[config.mk]
export PLATFORM = sky130hd
export DESIGN_NAME = ddr_cmd_sequencer
export DESIGN_NICKNAME = d
export VERILOG_FILES = /design/src/rtl/ddr_cmd_sequencer_pkg.sv /design/src/rtl/ddr_cmd_sequencer_refresh_timer.sv /design/src/rtl/ddr_cmd_sequencer.sv
export SDC_FILE = /design/constraint.sdc
export NUM_CORES = 1
export LEC_CHECK = 0
export CAP_MARGIN = 25
export CELL_PAD_IN_SITES_DETAIL_PLACEMENT = 1
export CELL_PAD_IN_SITES_GLOBAL_PLACEMENT = 1
export CORE_ASPECT_RATIO = 1.2
export CORE_UTILIZATION = 34
export DETAILED_ROUTE_END_ITERATION = 7
export GPL_ROUTABILITY_DRIVEN = 0
export PLACE_DENSITY = 0.81
export SYNTH_ARGS = -nofsm -noshare
export SYNTH_HDL_FRONTEND = slang
export SYNTH_SLANG_ARGS = --single-unit
[constraint.sdc]
create_clock -name clock_t -period 2.4 [get_ports clock_t]
set_input_delay 0.48 -clock clock_t [delete_from_list [all_inputs] [get_ports clock_t]]
set_output_delay 0.48 -clock clock_t [all_outputs]
set_load 0.01 [all_outputs]
[src/rtl/ddr_cmd_sequencer_pkg.sv]
// ddr_cmd_sequencer_pkg: shared DDR command enum, address widths, default timings and sequencer states.
package ddr_cmd_sequencer_pkg;
    localparam int BG_WIDTH   = 2;
    localparam int BA_WIDTH   = 2;
    localparam int ROW_WIDTH  = 15;
    localparam int COL_WIDTH  = 10;
    localparam int DATA_WIDTH = 64;
    localparam int T_RCD_DEF  = 4;
    localparam int T_RAS_DEF  = 10;
    localparam int T_RTP_DEF  = 2;
    localparam int T_WRP_DEF  = 8;
    localparam int T_RP_DEF   = 4;
    localparam int T_RFC_DEF  = 20;
    localparam int T_REFI_DEF = 100;
    typedef enum logic [2:0] {CMD_NOP, CMD_ACT, CMD_CAS_R, CMD_CAS_W, CMD_PRE, CMD_REF} ddr_cmd_e;
    typedef enum logic [3:0] {
        S_IDLE, S_ACT, S_WAIT_RCD, S_CAS, S_WAIT_PRE, S_PRE, S_WAIT_RP, S_REF, S_WAIT_RFC
    } seq_state_e;
    function automatic int imax(input int a, input int b);
        return (a > b) ? a : b;
    endfunction
endpackage

[src/rtl/ddr_cmd_sequencer_refresh_timer.sv]
// ddr_refresh_timer: free-running refresh interval counter raising a sticky refresh request.
module ddr_refresh_timer #(
    parameter int T_REFI = 100
) (
    input  logic clock_t,
    input  logic reset,
    input  logic ref_ack,
    output logic ref_pending
);
    localparam int CW = $clog2(T_REFI + 1);
    localparam logic [CW-1:0] LAST = CW'(T_REFI - 1);
    logic [CW-1:0] cnt_q;
    logic          pend_q;
    logic          wrap;
    assign wrap = cnt_q == LAST;
    // A wrap on the same edge as an ack starts a fresh interval, so set wins.
    always_ff @(posedge clock_t) begin
        if (reset) begin
            cnt_q  <= '0;
            pend_q <= 1'b0;
        end else begin
            cnt_q  <= wrap ? '0 : cnt_q + CW'(1);
            pend_q <= wrap | (pend_q & ~ref_ack);
        end
    end
    assign ref_pending = pend_q;
endmodule

[src/rtl/ddr_cmd_sequencer.sv]
// ddr_cmd_sequencer: closed-page single-request DDR command sequencer (ACT, CAS, PRE) with periodic refresh.
module ddr_cmd_sequencer
    import ddr_cmd_sequencer_pkg::*;
#(
    parameter int T_RCD  = T_RCD_DEF,
    parameter int T_RAS  = T_RAS_DEF,
    parameter int T_RTP  = T_RTP_DEF,
    parameter int T_WRP  = T_WRP_DEF,
    parameter int T_RP   = T_RP_DEF,
    parameter int T_RFC  = T_RFC_DEF,
    parameter int T_REFI = T_REFI_DEF
) (
    input  logic                  clock_t,
    input  logic                  reset,
    input  logic                  req_valid,
    input  logic                  req_write,
    input  logic [BG_WIDTH-1:0]   req_bg,
    input  logic [BA_WIDTH-1:0]   req_ba,
    input  logic [ROW_WIDTH-1:0]  req_row,
    input  logic [COL_WIDTH-1:0]  req_col,
    input  logic [DATA_WIDTH-1:0] req_wdata,
    output logic                  req_ready,
    output logic                  cmd_valid,
    output ddr_cmd_e              cmd,
    output logic [BG_WIDTH-1:0]   cmd_bg,
    output logic [BA_WIDTH-1:0]   cmd_ba,
    output logic [ROW_WIDTH-1:0]  cmd_row,
    output logic [COL_WIDTH-1:0]  cmd_col,
    output logic [DATA_WIDTH-1:0] cmd_wdata,
    output logic                  busy
);
    localparam int T_MAX = imax(imax(imax(T_RCD, T_RAS), imax(T_RTP, T_WRP)), imax(T_RP, T_RFC));
    localparam int CW    = $clog2(T_MAX + 1);
    // Idle cycles spent in each wait state; PRE lands at ACT + max(T_RAS, T_RCD + recovery).
    localparam int RCD_W = T_RCD - 1;
    localparam int PRE_R = imax(T_RAS - T_RCD, T_RTP) - 1;
    localparam int PRE_W = imax(T_RAS - T_RCD, T_WRP) - 1;
    localparam int RP_W  = imax(T_RP - 2, 0);
    localparam int RFC_W = imax(T_RFC - 2, 0);

    seq_state_e            state_q;
    logic [CW-1:0]         cnt_q;
    logic                  wr_q;
    logic [BG_WIDTH-1:0]   bg_q;
    logic [BA_WIDTH-1:0]   ba_q;
    logic [ROW_WIDTH-1:0]  row_q;
    logic [COL_WIDTH-1:0]  col_q;
    logic [DATA_WIDTH-1:0] wdata_q;
    logic                  cmd_valid_q;
    ddr_cmd_e              cmd_q;
    logic [BG_WIDTH-1:0]   cmd_bg_q;
    logic [BA_WIDTH-1:0]   cmd_ba_q;
    logic [ROW_WIDTH-1:0]  cmd_row_q;
    logic [COL_WIDTH-1:0]  cmd_col_q;
    logic [DATA_WIDTH-1:0] cmd_wdata_q;
    logic                  ref_pending;
    logic                  ref_ack;
    logic                  pre_now;

    assign ref_ack   = (state_q == S_IDLE) & ref_pending;
    assign req_ready = (state_q == S_IDLE) & ~ref_pending & ~reset;
    assign busy      = state_q != S_IDLE;
    assign pre_now   = wr_q ? (PRE_W == 0) : (PRE_R == 0);

    ddr_refresh_timer #(.T_REFI(T_REFI)) u_refresh (
        .clock_t    (clock_t),
        .reset      (reset),
        .ref_ack    (ref_ack),
        .ref_pending(ref_pending)
    );

    always_ff @(posedge clock_t) begin
        if (reset) begin
            state_q     <= S_IDLE;
            cnt_q       <= '0;
            wr_q        <= 1'b0;
            bg_q        <= '0;
            ba_q        <= '0;
            row_q       <= '0;
            col_q       <= '0;
            wdata_q     <= '0;
            cmd_valid_q <= 1'b0;
            cmd_q       <= CMD_NOP;
            cmd_bg_q    <= '0;
            cmd_ba_q    <= '0;
            cmd_row_q   <= '0;
            cmd_col_q   <= '0;
            cmd_wdata_q <= '0;
        end else begin
            cmd_valid_q <= 1'b0;
            cmd_q       <= CMD_NOP;
            case (state_q)
                S_IDLE: begin
                    if (ref_pending) begin
                        state_q     <= S_REF;
                        cmd_valid_q <= 1'b1;
                        cmd_q       <= CMD_REF;
                    end else if (req_valid) begin
                        state_q     <= S_ACT;
                        wr_q        <= req_write;
                        bg_q        <= req_bg;
                        ba_q        <= req_ba;
                        row_q       <= req_row;
                        col_q       <= req_col;
                        wdata_q     <= req_wdata;
                        cmd_valid_q <= 1'b1;
                        cmd_q       <= CMD_ACT;
                        cmd_bg_q    <= req_bg;
                        cmd_ba_q    <= req_ba;
                        cmd_row_q   <= req_row;
                    end
                end
                S_ACT, S_WAIT_RCD: begin
                    if ((state_q == S_ACT && RCD_W == 0) || (state_q == S_WAIT_RCD && cnt_q == '0)) begin
                        state_q     <= S_CAS;
                        cmd_valid_q <= 1'b1;
                        cmd_q       <= wr_q ? CMD_CAS_W : CMD_CAS_R;
                        cmd_bg_q    <= bg_q;
                        cmd_ba_q    <= ba_q;
                        cmd_col_q   <= col_q;
                        cmd_wdata_q <= wr_q ? wdata_q : cmd_wdata_q;
                    end else if (state_q == S_ACT) begin
                        state_q <= S_WAIT_RCD;
                        cnt_q   <= CW'(RCD_W - 1);
                    end else begin
                        cnt_q <= cnt_q - CW'(1);
                    end
                end
                S_CAS, S_WAIT_PRE: begin
                    if ((state_q == S_CAS && pre_now) || (state_q == S_WAIT_PRE && cnt_q == '0)) begin
                        state_q     <= S_PRE;
                        cmd_valid_q <= 1'b1;
                        cmd_q       <= CMD_PRE;
                        cmd_bg_q    <= bg_q;
                        cmd_ba_q    <= ba_q;
                    end else if (state_q == S_CAS) begin
                        state_q <= S_WAIT_PRE;
                        cnt_q   <= wr_q ? CW'(PRE_W - 1) : CW'(PRE_R - 1);
                    end else begin
                        cnt_q <= cnt_q - CW'(1);
                    end
                end
                S_PRE: begin
                    state_q <= (RP_W == 0) ? S_IDLE : S_WAIT_RP;
                    cnt_q   <= CW'(RP_W - 1);
                end
                S_REF: begin
                    state_q <= (RFC_W == 0) ? S_IDLE : S_WAIT_RFC;
                    cnt_q   <= CW'(RFC_W - 1);
                end
                S_WAIT_RP, S_WAIT_RFC: begin
                    state_q <= (cnt_q == '0) ? S_IDLE : state_q;
                    cnt_q   <= cnt_q - CW'(1);
                end
                default: state_q <= S_IDLE;
            endcase
        end
    end

    assign cmd_valid = cmd_valid_q;
    assign cmd       = cmd_q;
    assign cmd_bg    = cmd_bg_q;
    assign cmd_ba    = cmd_ba_q;
    assign cmd_row   = cmd_row_q;
    assign cmd_col   = cmd_col_q;
    assign cmd_wdata = cmd_wdata_q;
endmodule

==> run metrics <==
number of flops mapped to enable cells by yosys=0; switching power total=0.00310 W; Netlist Area Pre-Place=7060 um2; most common cell after layout, fill and taps aside=nand2_1; RSZ-0062 raised after global routing=false; worst reg2reg startpoint=cnt_q[0]; async set-reset flop share out of synthesis=0%; layout net count=1138; sequential-to-total area share from yosys stat=54.8%; average wire per cell in the routed design=15.4 um; Comb pwr share=29.2%; worst path bufs/invs=1; clock tree from TritonCTS=built; Largest delay share family, worst path=simple AND/OR/NAND/NOR gates; Die Ht=160 um; wire length of the first global-routing pass=33100 um; share of the core filled with cells in the final layout=48.3%; later-pin clock latency in the skew report=0.43 ns; largest net degree at the start of global routing=189; number of H-tree levels=4; leakage power total=3.52 nW; clock sink count=193; worst slew margin relative to its limit=35.6%; commonest non-fill, non-tap cells in the layout=nand2_1 (324), dfxtp_1 (193), clkdlybuf4s50_1 (193); Worst VDD drop=470 uV; Worst Path Required=1.92 ns; Post-Route Setup TNS=0 ns; Tmin final=2.29 ns; total count of max-transition violations in the final report=0; number of antenna violations at the first check in global routing=0; Most used DFF post-synth=dfxtp_1; Filler cells=2408; # DRC=0; count of vias placed by the detailed router=6408; Clock Root Buffer=clkbuf_16; share of Yosys cell area claimed by the top area cell type=54.8%; die area=21300 um2; clock-pin slew on the worst setup and hold paths=0.07 ns; sequence of cells on the critical path=or4_4 > clkdlybuf4s50_1; total core area=20300 um2; Cell Int Power=0.00631 W; class of the most critical hold timing path=register to register; Worst setup startpoint=state_q[2]; remaining number of nets flagged by the antenna check after routing=0; number of core rows=57; cell with the largest stage delay on the worst path=or4_4; largest buffer count on any clock path=2; Detailed Routing Iterations Pass 1=4; worst-path fanout max=5; Seq pwr share=41.1%; Arr. time, crit path=1.81 ns; Die X=134 um; start point of the worst hold path=u_refresh.cnt_q[0]; highest attainable clock frequency=436 MHz; share of the clock period used by the worst path=95.5%; Critical Path Sink Type=primary output; I/O pins=196; leftover overflow at the end of global routing=0; clock buffers created by TritonCTS=17; CP Launch Type=register; CTS Hold Buffers Added=0; largest cells by area after synthesis=dfxtp_1 (55%), nand2_1 (17%), a21oi_1 (12%); drt initial violations=334; leading area contributor after synthesis=dfxtp_1; number of warnings printed during yosys synthesis=0; Reg area=3860 um2; initial core utilization=34.7%; Netlist cell types=40; number of vias per cell=4.87; status=complete, no violations; fraction of power spent switching nets=33.0%; Cells after Synth=874; Final Instance Count excl. Fillers=1317; total track usage=19.4%; worst slew pin tran=0.966 ns; Final Setup Violations=0; final antenna diode count=0; clock network fraction of design power=29.6%; Fin Clk Skew=0.0108 ns; growth of design area from synthesis to finish=39.0%; number of register bits inferred by synthesis=193; # Max-Cap Violations=0; final hold violation count=0; DPL Wire Length=13300 um; syn_area_per_cell=8.07 um2; total area of multi-input combinational cells=2860 um2; slowest stage delay, CP=0.57 ns; Buffers on Ports=195; Routed Wire Length=20200 um; number of nets produced by synthesis=973; share of layout cells above drive strength 1=5.51%; Power per Cell Area=959 nW/um2; count of placed standard cells including taps=1285; vias in the first global route=6493; critical setup path kind=register to primary output
[per-stage QoR]
step / cell area (um2) / worst slack (ns) / hold WS (ns) / power (W)
final: 9810 / 0.108 / 0.439 / 0.00941
after CTS: 9810 / 0.0856 / 0.443 / 0.00955
after detailed placement: 9230 / 0.206 / 0.433 / 0.00672
after floorplan: 7060 / 0.524 / 0.413 / 0.00569
after global routing: 9810 / 0.0529 / 0.470 / 0.00998
after global placement: 9230 / 0.281 / 0.423 / 0.00663
[cell usage after synthesis, types with 2 or more instances]
cell / instances
a211oi_1: 6
a21oi_1: 168
and3_1: 3
buf_2: 15
buf_6: 7
clkbuf_1: 44
dfxtp_1: 193
ha_1: 2
inv_1: 6
mux2i_1: 16
nand2_1: 325
nand3_1: 6
nor2_1: 35
nor2b_1: 2
nor3_1: 3
nor3b_1: 3
nor4b_1: 6
o211ai_1: 2
o21ai_0: 4
or3_1: 3
xnor2_1: 5
xor2_1: 2
[layout make-up]
type / count / share of cell area (%)
Sequential cell: 193 / 39.4
Clock inverter: 12 / 1.26
Tap cell: 265 / 3.38
Inverter: 6 / 0.230
Clock buffer: 20 / 4.55
Timing Repair Buffer: 213 / 22.0
Multi-Input combinational cell: 608 / 29.1
[flip-flops by register name, indices dropped and copies added (netlist names), 4 cells and up]
| signal | count |
|---|---|
| cmd_col | 10 |
| state_q | 4 |
| cmd_wdata | 64 |
| wdata_q | 64 |
| cmd_row | 15 |
| col_q | 10 |
| u_refresh.cnt_q | 7 |
| cnt_q | 5 |
[power by group through the flow]
stage	logic [W]	clock network, W	registers, W
after floorplan	0.00174	0	0.00395
after global placement	0.00271	0	0.00393
after detailed placement	0.00278	0	0.00395
after CTS	0.00280	0.00287	0.00388
after global routing	0.00303	0.00302	0.00393
final	0.00275	0.00279	0.00387
[routing by layer]
| layer | GRT usage [%] | vias to the layer above | routed length [um] |
|---|---|---|---|
| met4 | 5.32 | 0 | 288 |
| met1 | 22.5 | 3094 | 8630 |
| met5 | 0 | - | 0 |
| met3 | 4.51 | 17 | 804 |
| li1 | - | 3181 | - |
| met2 | 35.5 | 116 | 10500 |
[timing repair]
| action | CTS | global route |
|---|---|---|
| setup buffers | 0 | 0 |
| endpoints found under the setup margin | 1 | 1 |
| endpoints found under the hold margin | 0 | 0 |
| gates resized for setup | 2 | 1 |
[logic make-up after synthesis]
| family | share of synthesized area (%) |
|---|---|
| xor gates and xnor gates | 0.869 |
| buffers and inverters | 4.95 |
| adders and majority gates | 0.355 |
| DFF | 54.8 |
| muxes | 2.27 |
| and+or+nand+nor | 22.4 |
| AOI/OAI and AO/OA | 14.4 |
[path summary, 6_finish.rpt]
kind / end / slack [ns] / depth (start not counted)
worst min-delay path: u_refresh.cnt_q[0] / 0.44 / 1
worst max-delay path: busy / 0.11 / 2
worst min register to register: u_refresh.cnt_q[0] / 0.44 / 1
worst max register to register: cmd_bg[1] / 0.26 / 7
Note: power is estimated with default switching activity, not from simulation.
